`src/rtl/rr_bus_scheduler_if.sv`:
```
// Bundle between the requesting masters and the round-robin bus scheduler.
// The masters drive req; the scheduler drives the grant/owner/status signals.
interface rr_bus_scheduler_if;
  logic [3:0] req;
  logic [3:0] grant;
  logic [1:0] grant_id;
  logic       bus_busy;
  logic       preempt;
  logic [7:0] preempt_count;

  modport master (
    output req,
    input  grant,
    input  grant_id,
    input  bus_busy,
    input  preempt,
    input  preempt_count
  );

  modport slave (
    input  req,
    output grant,
    output grant_id,
    output bus_busy,
    output preempt,
    output preempt_count
  );
endinterface

```
`src/rtl/rr_bus_scheduler.sv`:
```
// Four-master shared-bus scheduler: rotating priority, bounded tenure with
// preemption, and a one-cycle turnaround between owners.
module rr_bus_scheduler #(
  parameter int MAX_HOLD = 8
) (
  input  logic               clock,
  input  logic               reset,
  rr_bus_scheduler_if.slave  bus
);

  typedef enum logic [1:0] {
    IDLE  = 2'd0,
    GRANT = 2'd1,
    TURN  = 2'd2
  } state_t;

  localparam logic [7:0] HOLD_LIMIT = MAX_HOLD[7:0];
  localparam bit         UNLIMITED  = (MAX_HOLD == 0);

  state_t     state, state_next;
  logic [3:0] grant, grant_next;
  logic [1:0] grant_id, grant_id_next;
  logic [1:0] last_id, last_id_next;
  logic [7:0] hold_cnt, hold_cnt_next;
  logic       bus_busy, bus_busy_next;
  logic       preempt, preempt_next;
  logic [7:0] preempt_count, preempt_count_next;

  logic       win_found;
  logic [1:0] win_id;
  logic [1:0] cand;

  function automatic logic [7:0] sat_inc8(input logic [7:0] value);
    return (value == 8'hFF) ? value : value + 8'd1;
  endfunction

  // Rotating search: starts just after the previous owner, so it ranks last.
  always_comb begin
    win_found = 1'b0;
    win_id    = 2'd0;
    cand      = 2'd0;
    for (int i = 1; i <= 4; i++) begin
      cand = last_id + 2'(i);
      if (!win_found && bus.req[cand]) begin
        win_found = 1'b1;
        win_id    = cand;
      end
    end
  end

  always_comb begin
    state_next         = state;
    grant_next         = grant;
    grant_id_next      = grant_id;
    last_id_next       = last_id;
    hold_cnt_next      = hold_cnt;
    preempt_next       = 1'b0;
    preempt_count_next = preempt_count;

    unique case (state)
      IDLE, TURN: begin
        if (win_found) begin
          state_next    = GRANT;
          grant_next    = 4'b0001 << win_id;
          grant_id_next = win_id;
          last_id_next  = win_id;
          hold_cnt_next = 8'd1;
        end else begin
          state_next = IDLE;
          grant_next = 4'b0000;
        end
      end
      GRANT: begin
        // A request drop wins over the tenure limit on the same edge.
        if (!bus.req[grant_id]) begin
          state_next = TURN;
          grant_next = 4'b0000;
        end else if (!UNLIMITED && (hold_cnt == HOLD_LIMIT)) begin
          state_next         = TURN;
          grant_next         = 4'b0000;
          preempt_next       = 1'b1;
          preempt_count_next = sat_inc8(preempt_count);
        end else begin
          hold_cnt_next = sat_inc8(hold_cnt);
        end
      end
      default: begin
        state_next = IDLE;
        grant_next = 4'b0000;
      end
    endcase

    bus_busy_next = (grant_next != 4'b0000);
  end

  always_ff @(posedge clock) begin
    if (reset) begin
      state         <= IDLE;
      grant         <= 4'b0000;
      grant_id      <= 2'd0;
      last_id       <= 2'd3;
      hold_cnt      <= 8'd0;
      bus_busy      <= 1'b0;
      preempt       <= 1'b0;
      preempt_count <= 8'd0;
    end else begin
      state         <= state_next;
      grant         <= grant_next;
      grant_id      <= grant_id_next;
      last_id       <= last_id_next;
      hold_cnt      <= hold_cnt_next;
      bus_busy      <= bus_busy_next;
      preempt       <= preempt_next;
      preempt_count <= preempt_count_next;
    end
  end

  assign bus.grant         = grant;
  assign bus.grant_id      = grant_id;
  assign bus.bus_busy      = bus_busy;
  assign bus.preempt       = preempt;
  assign bus.preempt_count = preempt_count;

endmodule

```
`src/flat_wrapper.sv`:
```
// flat-port wrapper written by rule: the top's interface ports become plain ports
module rr_bus_scheduler_flat 
#(
  parameter int MAX_HOLD = 8
)
  (clock, reset, bus_req, bus_grant, bus_grant_id, bus_bus_busy, bus_preempt, bus_preempt_count);
  rr_bus_scheduler_if bus_i ();
  input  logic clock;
  input  logic reset;
  input wire logic [$bits(bus_i.req)-1:0] bus_req;
  output wire logic [$bits(bus_i.grant)-1:0] bus_grant;
  output wire logic [$bits(bus_i.grant_id)-1:0] bus_grant_id;
  output wire logic [$bits(bus_i.bus_busy)-1:0] bus_bus_busy;
  output wire logic [$bits(bus_i.preempt)-1:0] bus_preempt;
  output wire logic [$bits(bus_i.preempt_count)-1:0] bus_preempt_count;
  assign bus_i.req = bus_req;
  assign bus_grant = bus_i.grant;
  assign bus_grant_id = bus_i.grant_id;
  assign bus_bus_busy = bus_i.bus_busy;
  assign bus_preempt = bus_i.preempt;
  assign bus_preempt_count = bus_i.preempt_count;
  rr_bus_scheduler #(.MAX_HOLD(MAX_HOLD)) u_core (.clock(clock), .reset(reset), .bus(bus_i));
endmodule
```
`config.mk`:
```
export PLATFORM = sky130hd
export DESIGN_NAME = rr_bus_scheduler_flat
export DESIGN_NICKNAME = d
export VERILOG_FILES = /design/src/rtl/rr_bus_scheduler_if.sv /design/src/rtl/rr_bus_scheduler.sv /design/src/flat_wrapper.sv
export SDC_FILE = /design/constraint.sdc
export NUM_CORES = 1
export LEC_CHECK = 0
export ABC_AREA = 1
export BUFFER_PORTS_ARGS = -buffer_cell sky130_fd_sc_hd__buf_2
export CAP_MARGIN = 10
export CORE_MARGIN = 2
export CORE_UTILIZATION = 56
export CTS_CLUSTER_SIZE = 16
export DETAILED_ROUTE_END_ITERATION = 8
export PLACE_DENSITY = 0.85
export SLEW_MARGIN = 20
export SYNTH_ARGS = -nofsm -noshare
export SYNTH_HDL_FRONTEND = slang
export SYNTH_SLANG_ARGS = --single-unit
export TNS_END_PERCENT = 10
```
`constraint.sdc`:
```
create_clock -name clock -period 1.9 [get_ports clock]
set_input_delay 0.38 -clock clock [delete_from_list [all_inputs] [get_ports clock]]
set_output_delay 0.38 -clock clock [all_outputs]
set_load 0.02 [all_outputs]
```
# Word level (Yosys, flattened, before mapping)
# Index checks and enable logic that the tools add are counted.
dict set report op_classes {
  addsub 5
  n_lt_le_gt_ge 5
  eq_ne 10
  shifts 1
  n_mux 32
  bitwise_logic 3
  n_reduce_logical 14
}
# operator n
set ops {}
lappend ops {{$mux W8} 4}
lappend ops {{$add A8 B1 Y8 const B} 2}
lappend ops {{$eq A8 B8 Y1 const B} 2}
lappend ops {{$pmux W8 S2} 1}
lappend ops {{$lt A2 B3 Y1 const B} 5}
lappend ops {{$mux W2} 6}
lappend ops {{$mux W4} 3}
lappend ops {{$mux W1} 11}
lappend ops {{$bmux W1 S2} 5}
lappend ops {{$eq A8 B4 Y1 const B} 1}
lappend ops {{$pmux W4 S2} 1}
lappend ops {{$reduce_and A5 Y1} 1}
lappend ops {{$add A2 B2 Y2 const B} 2}
lappend ops {{$ne A2 B1 Y1 const B} 2}
lappend ops {{$ne A2 B2 Y1 const B} 2}
lappend ops {{$pmux W2 S2} 1}
lappend ops {{$reduce_and A4 Y1} 1}
lappend ops {{$reduce_bool A4 Y1} 1}
lappend ops {{$shl A1 B2 Y4 const A} 1}
lappend ops {{$logic_and A1 B1 Y1} 3}
lappend ops {{$logic_not A1 Y1} 3}
lappend ops {{$ne A3 B3 Y1 const B} 1}
lappend ops {{$not A1 Y1} 3}
lappend ops {{$reduce_or A3 Y1} 1}
lappend ops {{other kinds (7)} 7}
dict set report totals {
  reg_bits 28
  inputBits 6
  output_inout_bits 16
  elab_cells 78
}

# Longest topological paths before layout
# Gate-level depths: netlist of run 1.
dict set report logic_depth {
  word_depth 17
  mapped_depth 15
  mapped_depth_nobuf 14
}

# Least setup slack after synthesis of run 1
# OpenSTA, ideal clock, no wires.
dict set report synth_timing {
  path_type {flip-flop to flip-flop}
  start {register u_core.preempt_count[1] (netlist: u_core.bus.preempt_count[1])}
  end {register u_core.preempt_count[6] (netlist: u_core.bus.preempt_count[6])}
  setup_time_ps 131
  t_arrival_ps 1560
  t_required_ps 1769
  slack_ps 209
  stages_incl_launch_ff 9
  n_path_buf 0
  synth_period_minus_slack_ps 1691
  cell_sequence {dfxtp_1 ha_1 nand4_1 nor3b_1 inv_1 nand3b_1 nor2_1 o21ai_0 a21oi_1}
}
dict set report synth_via {
  elab_chain_cells 3
  elab_cells_between_ends 4
  cone_classes {1 x add/sub; 1 x eq/ne; 1 x bitwise; 1 x reduce/logical}
}
# element line
set synth_lines {}
lappend synth_lines {{start, declared} rr_bus_scheduler.sv:27} ;# logic [7:0] preempt_count, preempt_count_next;
lappend synth_lines {{start signal, assigned} rr_bus_scheduler.sv:114} ;# preempt_count <= preempt_count_next;
lappend synth_lines {{parallel branches: the longest is 3 deep, another holds $add A8 B1 Y8} n/a}
# Several ways; the timed one is not identified.
# A chain may end at the register's enable or synchronous reset.

# Final worst setup path of run 1
dict set report layout_timing {
  start {register u_core.hold_cnt[0]}
  end {register u_core.preempt_count[5] (netlist: u_core.bus.preempt_count[5])}
}
dict set report layout_via {
  elab_chain_cells 2
}
# element line
set layout_lines {}
lappend layout_lines {{start, declared} rr_bus_scheduler.sv:24} ;# logic [7:0] hold_cnt, hold_cnt_next;
lappend layout_lines {{start signal, assigned} rr_bus_scheduler.sv:111} ;# hold_cnt <= hold_cnt_next;
lappend layout_lines {{$eq A8 B4 Y1} rr_bus_scheduler.sv:78} ;# end else if (!UNLIMITED && (hold_cnt == HOLD_LIMIT)) begin
lappend layout_lines {{$reduce_and A4 Y1 (no line)} n/a}
# No other way between the ends.

==> impl_metrics.json, run 1 <==
{
  "clk_pin_slew_ps": 140,
  "worstPathBufferInverterCount": 1,
  "final_max_slew_viol_count": 0,
  "antennaDiodeCount": 0,
  "p_leak_uw": 0.000844,
  "rr_startpoint": "u_core.hold_cnt[0]",
  "grt_pass1_wl_um": 5150,
  "cts-root-buf": "clkbuf_4",
  "antenna_found_initial": 0,
  "max_cap_violations": 0,
  "slowest_stage": "dfxtp_1",
  "min_path_cells": 2,
  "fin_crit_sh": 0.924,
  "stdcell_count": 286,
  "vias": 1495,
  "setup_tns_ps": 0,
  "placed_area_um2": 1760,
  "fmax_mhz": 570,
  "synth_edf_count": 0,
  "h-tree-depth": 1,
  "overflow": 0,
  "synthToLayoutAreaGrowth_pct": 11.9,
  "whs_ps": 439,
  "drtIter0Drc": 64,
  "cp_max_fo": 4,
  "final-setup-viol-count": 0,
  "wirelength_um": 3070,
  "critPathLaunch": "u_core.hold_cnt[0]",
  "synthTopCellsByArea": "dfxtp_1 (35%), nand2_1 (13%), a21oi_1 (5.6%)",
  "hold_class": "in2reg",
  "pin_count": 22,
  "die_h_um": 57.8,
  "critical_path_arrival_ps": 1980,
  "viasPerCell": 5.23,
  "die_x_um": 57.8,
  "wl_per_cell_um": 10.7,
  "gp_congestion": 0.872,
  "synth_flop_cell": "dfxtp_1",
  "fp-row-count": 19,
  "period_needed_ps": 1760,
  "ctsLongestPathBuffers": 2,
  "final_nets": 266,
  "reg2reg_depth": 10,
  "cp.depth": 10,
  "cp-end-kind": "flip-flop",
  "timing.rr.end": "u_core.bus.preempt_count[5]",
  "fin_area_um2": 1820,
  "drc": 0,
  "crit_required_ps": 2130,
  "dieArea_um2": 3340,
  "start_util": 0.588,
  "max_stage_delay_ps": 340,
  "yosys-top-cells-count": "nand2_1 (56), dfxtp_1 (28), inv_1 (23), nor2_1 (23), a21oi_1 (18)",
  "clock_latency_ps": 310,
  "max_slew.worst_pin.slew_ps": 357,
  "syn-instance-count": 231,
  "syn_area_um2": 1620,
  "yosysWarnings": 0,
  "grtUsageTotal": 0.191,
  "crit_type": "reg2reg",
  "ys_seq_elements": 28,
  "drive_gt1_frac": 0.243,
  "peakVddDrop_uv": 871,
  "hold_viol": 0,
  "nFillCells": 253,
  "cts_tree": "yes",
  "final_antenna_net_count": 0,
  "endpoint": "u_core.bus.preempt_count[5]",
  "grt_start_max_net_pins": 19,
  "yosys.area.top_type": "dfxtp_1",
  "clock-sinks": 28,
  "status": "completed",
  "path_delay_family": "simple AND/OR/NAND/NOR gates",
  "numCtsBuffers": 3,
  "rsz0062_at_grt": "true",
  "power.density_nw_per_um2": 1280,
  "dp.cells": 282,
  "path_cells": "inv_1, ha_1, nand3_1, nor2_4, nand2_1, nand3b_1, nor3_4, nand3_1, nand2_1, nor2_1",
  "dp_hpwl_um": 2400,
  "synth_nets": 240,
  "synthArstFlopShare": 0,
  "synth_area_per_cell_um2": 7.03,
  "cp-start-kind": "flip-flop",
  "relSlewSlack": 0.762,
  "finClkSkew_ps": 3.40,
  "r2r_setup_slack_ps": 140,
  "yosysMostFrequentCell": "nand2_1",
  "synth_top_cell_area_share": 0.345,
  "core-area_um2": 2760,
  "grt_pass1_vias": 1276,
  "drt-pass1-iter-count": 4,
  "ys_seq_area_frac": 0.345,
  "synth.distinct_cells": 33,
  "port_buffers": 21
}
-- placed cells by master, fill, tap and decap left out, types with 4 or more instances in the layout --
cell type  Yosys  final
nor2_1        23     22
a21oi_1       18     18
o21ai_0        4      4
inv_1         23     23
nand2_2       11     11
nand2_4        4      4
nor3_1         7      7
buf_2          1     21
nand2_1       56     56
nand3_1       16     16
dfxtp_1       28     26
nand4_1        6      6
-- through the flow --
stage / total power, µW / setup slack, ps / utilization
floorplan: 1850 / 209 / -
global placement: 2080 / 87.6 / 0.639
detailed placement: 2100 / 67.3 / 0.639
CTS: 2340 / 46.9 / 0.647
global route: 2520 / -23.5 / 0.658
finish: 2320 / 144 / 0.658
-- layout make-up --
type,instances,area [µm²],area share
Clock buffer,3,22.5,0.0124
Sequential cell,28,566,0.312
Inverter,27,109,0.0600
Timing Repair Buffer,24,128,0.0703
Tap cell,31,38.8,0.0214
Multi-Input combinational cell,173,952,0.524
-- power by group --
part | internal [µW] | total [µW] | switching, µW
logic | 444 | 1300 | 854
clock network | 74.2 | 232 | 158
registers | 699 | 791 | 91.2
-- state kept, by name, summed over array words and instances, names as in the netlist --
signal / count
u_core.last_id: 2
u_core.bus.grant: 4
u_core.hold_cnt: 8
u_core.bus.preempt: 1
u_core.bus.preempt_count: 8
u_core.bus.grant_id: 2
u_core.state: 2
u_core.bus.bus_busy: 1
-- worst min-delay path by stage --
| stage | start | to |
|---|---|---|
| finish | reset | u_core.state[0] |
| global route | reset | u_core.state[0] |
| CTS | reset | u_core.state[0] |
| detailed placement | u_core.hold_cnt[4] | u_core.hold_cnt[4] |
| global placement | u_core.hold_cnt[4] | u_core.hold_cnt[4] |
| floorplan | u_core.hold_cnt[4] | u_core.hold_cnt[4] |
-- logic make-up (layout without fill, tap and decap cells) --
group,after synthesis,count (layout),synth area share
simple gates,133,133,0.405
compound gates,33,33,0.126
buf+inv,30,54,0.0794
flops,28,28,0.345
xor+xnor,4,4,0.0216
fa+ha+maj,3,3,0.0231
-- layer usage --
layer | up-vias | global-route usage | wire length (µm)
met1 | 664 | 0.256 | 1490
li1 | 800 | - | -
met3 | 4 | 0.0313 | 121
met4 | 0 | 0.0598 | 26
met2 | 27 | 0.315 | 1430
met5 | - | 0 | 0
-- repair_timing --
item | 4_1_cts | 5_1_grt
setup buffers | 0 | 1
resized for setup | 0 | 7
hold buffers | 0 | 0
setup endpoints to repair | 0 | 13
Power figures use the tool's default switching activity.
==> run 2, diff against run 1 <==
==> constraint.sdc (replaced) <==
create_clock -name clock -period 1.9 [get_ports clock]
set_input_delay 0.38 -clock clock [delete_from_list [all_inputs] [get_ports clock]]
set_output_delay 0.38 -clock clock [all_outputs]
set_load 0.05 [all_outputs]
==> impl_metrics.json, run 2 (same netlist as run 1, synthesis figures left out) <==
{
  "status": "completed",
  "gp_congestion": 0.912,
  "core-area_um2": 2760,
  "fin_crit_sh": 0.929,
  "max_cap_violations": 0,
  "clock_latency_ps": 330,
  "grt_pass1_vias": 1271,
  "timing.rr.end": "u_core.bus.preempt_count[5]",
  "wirelength_um": 3200,
  "pin_count": 22,
  "dp_hpwl_um": 2500,
  "p_leak_uw": 0.000841,
  "viasPerCell": 5.20,
  "ctsLongestPathBuffers": 2,
  "r2r_setup_slack_ps": 140,
  "clock-sinks": 28,
  "setup_tns_ps": 0,
  "hold_class": "in2reg",
  "final.setup.worst_slack_ps": 135,
  "start_util": 0.588,
  "final_nets": 265,
  "cts_tree": "yes",
  "synthToLayoutAreaGrowth_pct": 11.3,
  "grt_start_max_net_pins": 19,
  "port_buffers": 21,
  "grtUsageTotal": 0.194,
  "overflow": 0,
  "fmax_mhz": 567,
  "path_delay_family": "simple AND/OR/NAND/NOR gates",
  "final_max_slew_viol_count": 0,
  "final_common_cell": "nand2_1",
  "numCtsBuffers": 3,
  "drive_gt1_frac": 0.244,
  "hold_viol": 0,
  "finClkSkew_ps": 4.61,
  "stdcell_count": 285,
  "max_stage_delay_ps": 340,
  "cts_hold_buf": 0,
  "antennaDiodeCount": 0,
  "worstPathBufferInverterCount": 1,
  "drtIter0Drc": 50,
  "power.density_nw_per_um2": 1350,
  "relSlewSlack": 0.753,
  "reg2reg_depth": 10,
  "die_h_um": 57.8,
  "drc": 0,
  "rsz0062_at_grt": "true",
  "cp-start-kind": "flip-flop",
  "dieArea_um2": 3340,
  "crit_required_ps": 2140,
  "h-tree-depth": 1,
  "post-cts-setup-buffer-count": 0,
  "final_antenna_net_count": 0,
  "path_cells": "inv_1, ha_1, nand3_1, nor2_4, nand2_1, nand3b_1, nor3_4, nand3_1, nand2_1, nor2_1",
  "clk_pin_slew_ps": 140,
  "post_cts_resized": 0,
  "fp-row-count": 19,
  "cts-root-buf": "clkbuf_4",
  "die_x_um": 57.8,
  "wl_per_cell_um": 11.2,
  "slowest_stage": "dfxtp_1",
  "min_path_cells": 2,
  "largestRegisters": "u_core.bus.preempt_count x8, u_core.hold_cnt x8, u_core.bus.grant x4",
  "dp.cells": 282,
  "cp-end-kind": "flip-flop",
  "max_slew.worst_pin.slew_ps": 371,
  "fin_util": 0.655,
  "pre_cts_ws_ps": 75.6,
  "critical_path_arrival_ps": 2000,
  "endpoint": "u_core.bus.preempt_count[5]",
  "cp.depth": 10,
  "final-setup-viol-count": 0,
  "final_cell_mix": "nand2_1 (56), dfxtp_1 (24), inv_1 (23), nor2_1 (23), buf_2 (21)",
  "crit_type": "reg2reg",
  "critPathLaunch": "u_core.hold_cnt[0]",
  "cp_max_fo": 5,
  "vias": 1481,
  "peakVddDrop_uv": 908,
  "drt-pass1-iter-count": 4,
  "antenna_found_initial": 0,
  "period_needed_ps": 1760,
  "grt_pass1_wl_um": 5130,
  "rr_startpoint": "u_core.hold_cnt[0]"
}
==> run 2: through the flow <==
step / hold slack, ps / instance area (µm²) / power, µW
floorplan: 443 / 1630 / 1980
global placement: 457 / 1770 / 2210
detailed placement: 469 / 1770 / 2230
CTS: 437 / 1790 / 2460
global route: 429 / 1810 / 2630
finish: 437 / 1810 / 2440
==> run 2: worst min path at each step <==
stage,from,endpoint
final,reset,u_core.bus.preempt
after global routing,reset,u_core.state[0]
after CTS,reset,u_core.state[0]
after detailed placement,u_core.hold_cnt[4],u_core.hold_cnt[4]
after global placement,u_core.hold_cnt[4],u_core.hold_cnt[4]
after floorplan,u_core.hold_cnt[4],u_core.hold_cnt[4]
==> run 2: where the power goes <==
group / switching [µW] / internal [µW]
Combinational: 983 / 443
Clock: 162 / 74.5
Sequential: 85.9 / 694
==> run 2: worst reg2reg max path: stages, from the launching register on <==
cell      delay [ps]
dfxtp_1          340
inv_1            110
ha_1             160
nand3_1          110
nor2_4           150
nand2_1           80
nand3b_1         290
nor3_4           240
nand3_1          100
nand2_1           70
nor2_1            40
==> run 2: layout make-up <==
cell class,instances,area (µm²)
Inverter,27,109
Clock buffer,3,22.5
Sequential cell,28,566
Fill cell,266,952
Timing Repair Buffer,23,120
Tap cell,31,38.8
Multi-Input combinational cell,173,950
==> run 2: per-layer routing <==
layer	part of all wire	track usage	up-vias	wire length [µm]
li1	-	-	794	-
met1	0.48	0.244	666	1530
met2	0.48	0.336	16	1540
met3	0.026	0.0268	5	82
met4	0.013	0.0731	0	43
met5	0	0	-	0
==> run 3, diff against run 2 <==
Settings changed: CORE_MARGIN 2 to unset.
==> impl_metrics.json, run 3 (same netlist as run 1, synthesis figures left out) <==
{
  "area.sequential_um2": 568,
  "whs_ps": 449,
  "wl_per_cell_um": 10.6,
  "grt_pass1_vias": 1287,
  "clock_latency_ps": 310,
  "gp_congestion": 0.870,
  "final_cell_mix": "nand2_1 (56), dfxtp_1 (24), nor2_1 (23)",
  "relSlewSlack": 0.751,
  "pin_count": 22,
  "nFillCells": 257,
  "critical_path_arrival_ps": 1960,
  "fmax_mhz": 577,
  "start_util": 0.588,
  "vias": 1482,
  "total_power_uw": 2450,
  "fin_crit_sh": 0.912,
  "grtUsageTotal": 0.206,
  "cts_tree": "yes",
  "h-tree-depth": 1,
  "crit_required_ps": 2130,
  "synthToLayoutAreaGrowth_pct": 12.8,
  "drt-pass1-iter-count": 4,
  "multi_input_comb_area_um2": 950,
  "dp_hpwl_um": 2450,
  "drtIter0Drc": 55,
  "port_buffers": 21,
  "ctsLongestPathBuffers": 2,
  "rsz0062_at_grt": "true",
  "status": "completed",
  "grt_start_max_net_pins": 19,
  "fp-row-count": 19,
  "overflow": 0,
  "numCtsBuffers": 3,
  "finClkSkew_ps": 4.12,
  "peakVddDrop_uv": 1270,
  "period_needed_ps": 1730,
  "antenna_found_initial": 0,
  "wirelength_um": 3060,
  "cp-end-kind": "flip-flop",
  "final_antenna_net_count": 0,
  "max_slew.worst_pin.slew_ps": 373,
  "antennaDiodeCount": 0,
  "final_max_slew_viol_count": 0,
  "final_nets": 268,
  "largestRegisters": "u_core.bus.preempt_count x8, u_core.hold_cnt x8, u_core.bus.grant x4",
  "max_stage_delay_ps": 350,
  "crit_type": "reg2reg",
  "grt_pass1_wl_um": 5310,
  "clk_pin_slew_ps": 140,
  "cp-start-kind": "flip-flop",
  "power.density_nw_per_um2": 1340,
  "clock-sinks": 28,
  "dieArea_um2": 3120,
  "slowest_stage": "dfxtp_1",
  "core-area_um2": 2760,
  "path_cells": "inv_1, ha_1, nand3_1, nor2_4, nand2_1, nand3b_1, nor3_4, nand3_1, nand2_1, nor2_1",
  "final_common_cell": "nand2_1",
  "hold_class": "in2reg",
  "fin_util": 0.664,
  "drc": 0,
  "cts_hold_buf": 0,
  "die_h_um": 55.8,
  "final-setup-viol-count": 0,
  "hold_viol": 0,
  "viasPerCell": 5.15,
  "cts-root-buf": "clkbuf_4",
  "drive_gt1_frac": 0.257,
  "cp_max_fo": 5,
  "die_x_um": 55.8,
  "max_cap_violations": 0,
  "p_leak_uw": 0.000856
}
-- run 3: cell count changes in the layout (fill, tap and decap cells not counted) --
| cell | delta |
|---|---|
| buf_4 | +3 |
| inv_1 | -1 |
| inv_2 | +1 |
| dfxtp_4 | +1 |
| dfxtp_2 | -1 |
-- run 3: path summary, 6_finish.rpt --
| path | to | cells past startpoint | startpoint | slack, ps |
|---|---|---|---|---|
| max | u_core.bus.preempt_count[5] | 10 | u_core.hold_cnt[1] | 170 |
| min | u_core.state[0] | 2 | reset | 450 |
| max reg2reg | u_core.bus.preempt_count[5] | 10 | u_core.hold_cnt[1] | 170 |
| min reg2reg | u_core.hold_cnt[4] | 2 | u_core.hold_cnt[4] | 480 |
-- run 3: per-layer routing --
metal / wire (µm) / share of wire / vias up / GRT usage
met5: 0 / 0 / - / 0
met1: 1460 / 0.48 / 638 / 0.272
met3: 116 / 0.038 / 4 / 0.0349
met4: 20 / 0.0065 / 0 / 0.0557
met2: 1470 / 0.48 / 35 / 0.349
li1: - / - / 805 / -
-- run 3: cell type report --
class	count	area share
flip-flops and latches	28	0.310
well taps	31	0.0212
multi-input cells	173	0.519
clock buffers	3	0.0123
repair buffers	26	0.0779
inverters	27	0.0595
-- run 3: repair_timing --
action / 4_1_cts / 5_1_grt
resized for setup: 0 / 6
endpoints found under the setup margin: 0 / 15
setup buffers: 0 / 3
-- run 3: power by group --
part | total, µW | switching, µW | internal (µW)
logic | 1440 | 993 | 445
clock network | 232 | 158 | 74.1
registers | 783 | 86.1 | 697
total | 2450 | 1240 | 1220
-- run 3: stage by stage --
step / std cells / setup TNS (ps) / setup WS [ps] / instance area (µm²)
final: 288 / 0 / 167 / 1830
after global routing: 288 / -29.3 / -29.3 / 1830
after CTS: 285 / 0 / 15.6 / 1790
after detailed placement: 282 / 0 / 42.8 / 1770
after global placement: 282 / 0 / 101 / 1770
after floorplan: 231 / 0 / 13.9 / 1630
-- run 3: worst max-delay path: cells and delay by family, from the launching register on --
family	cells	cell delay (ps)
DFF	1	350
and+or+nand+nor	8	1080
adders and majority gates	1	140
buffers and inverters	1	80
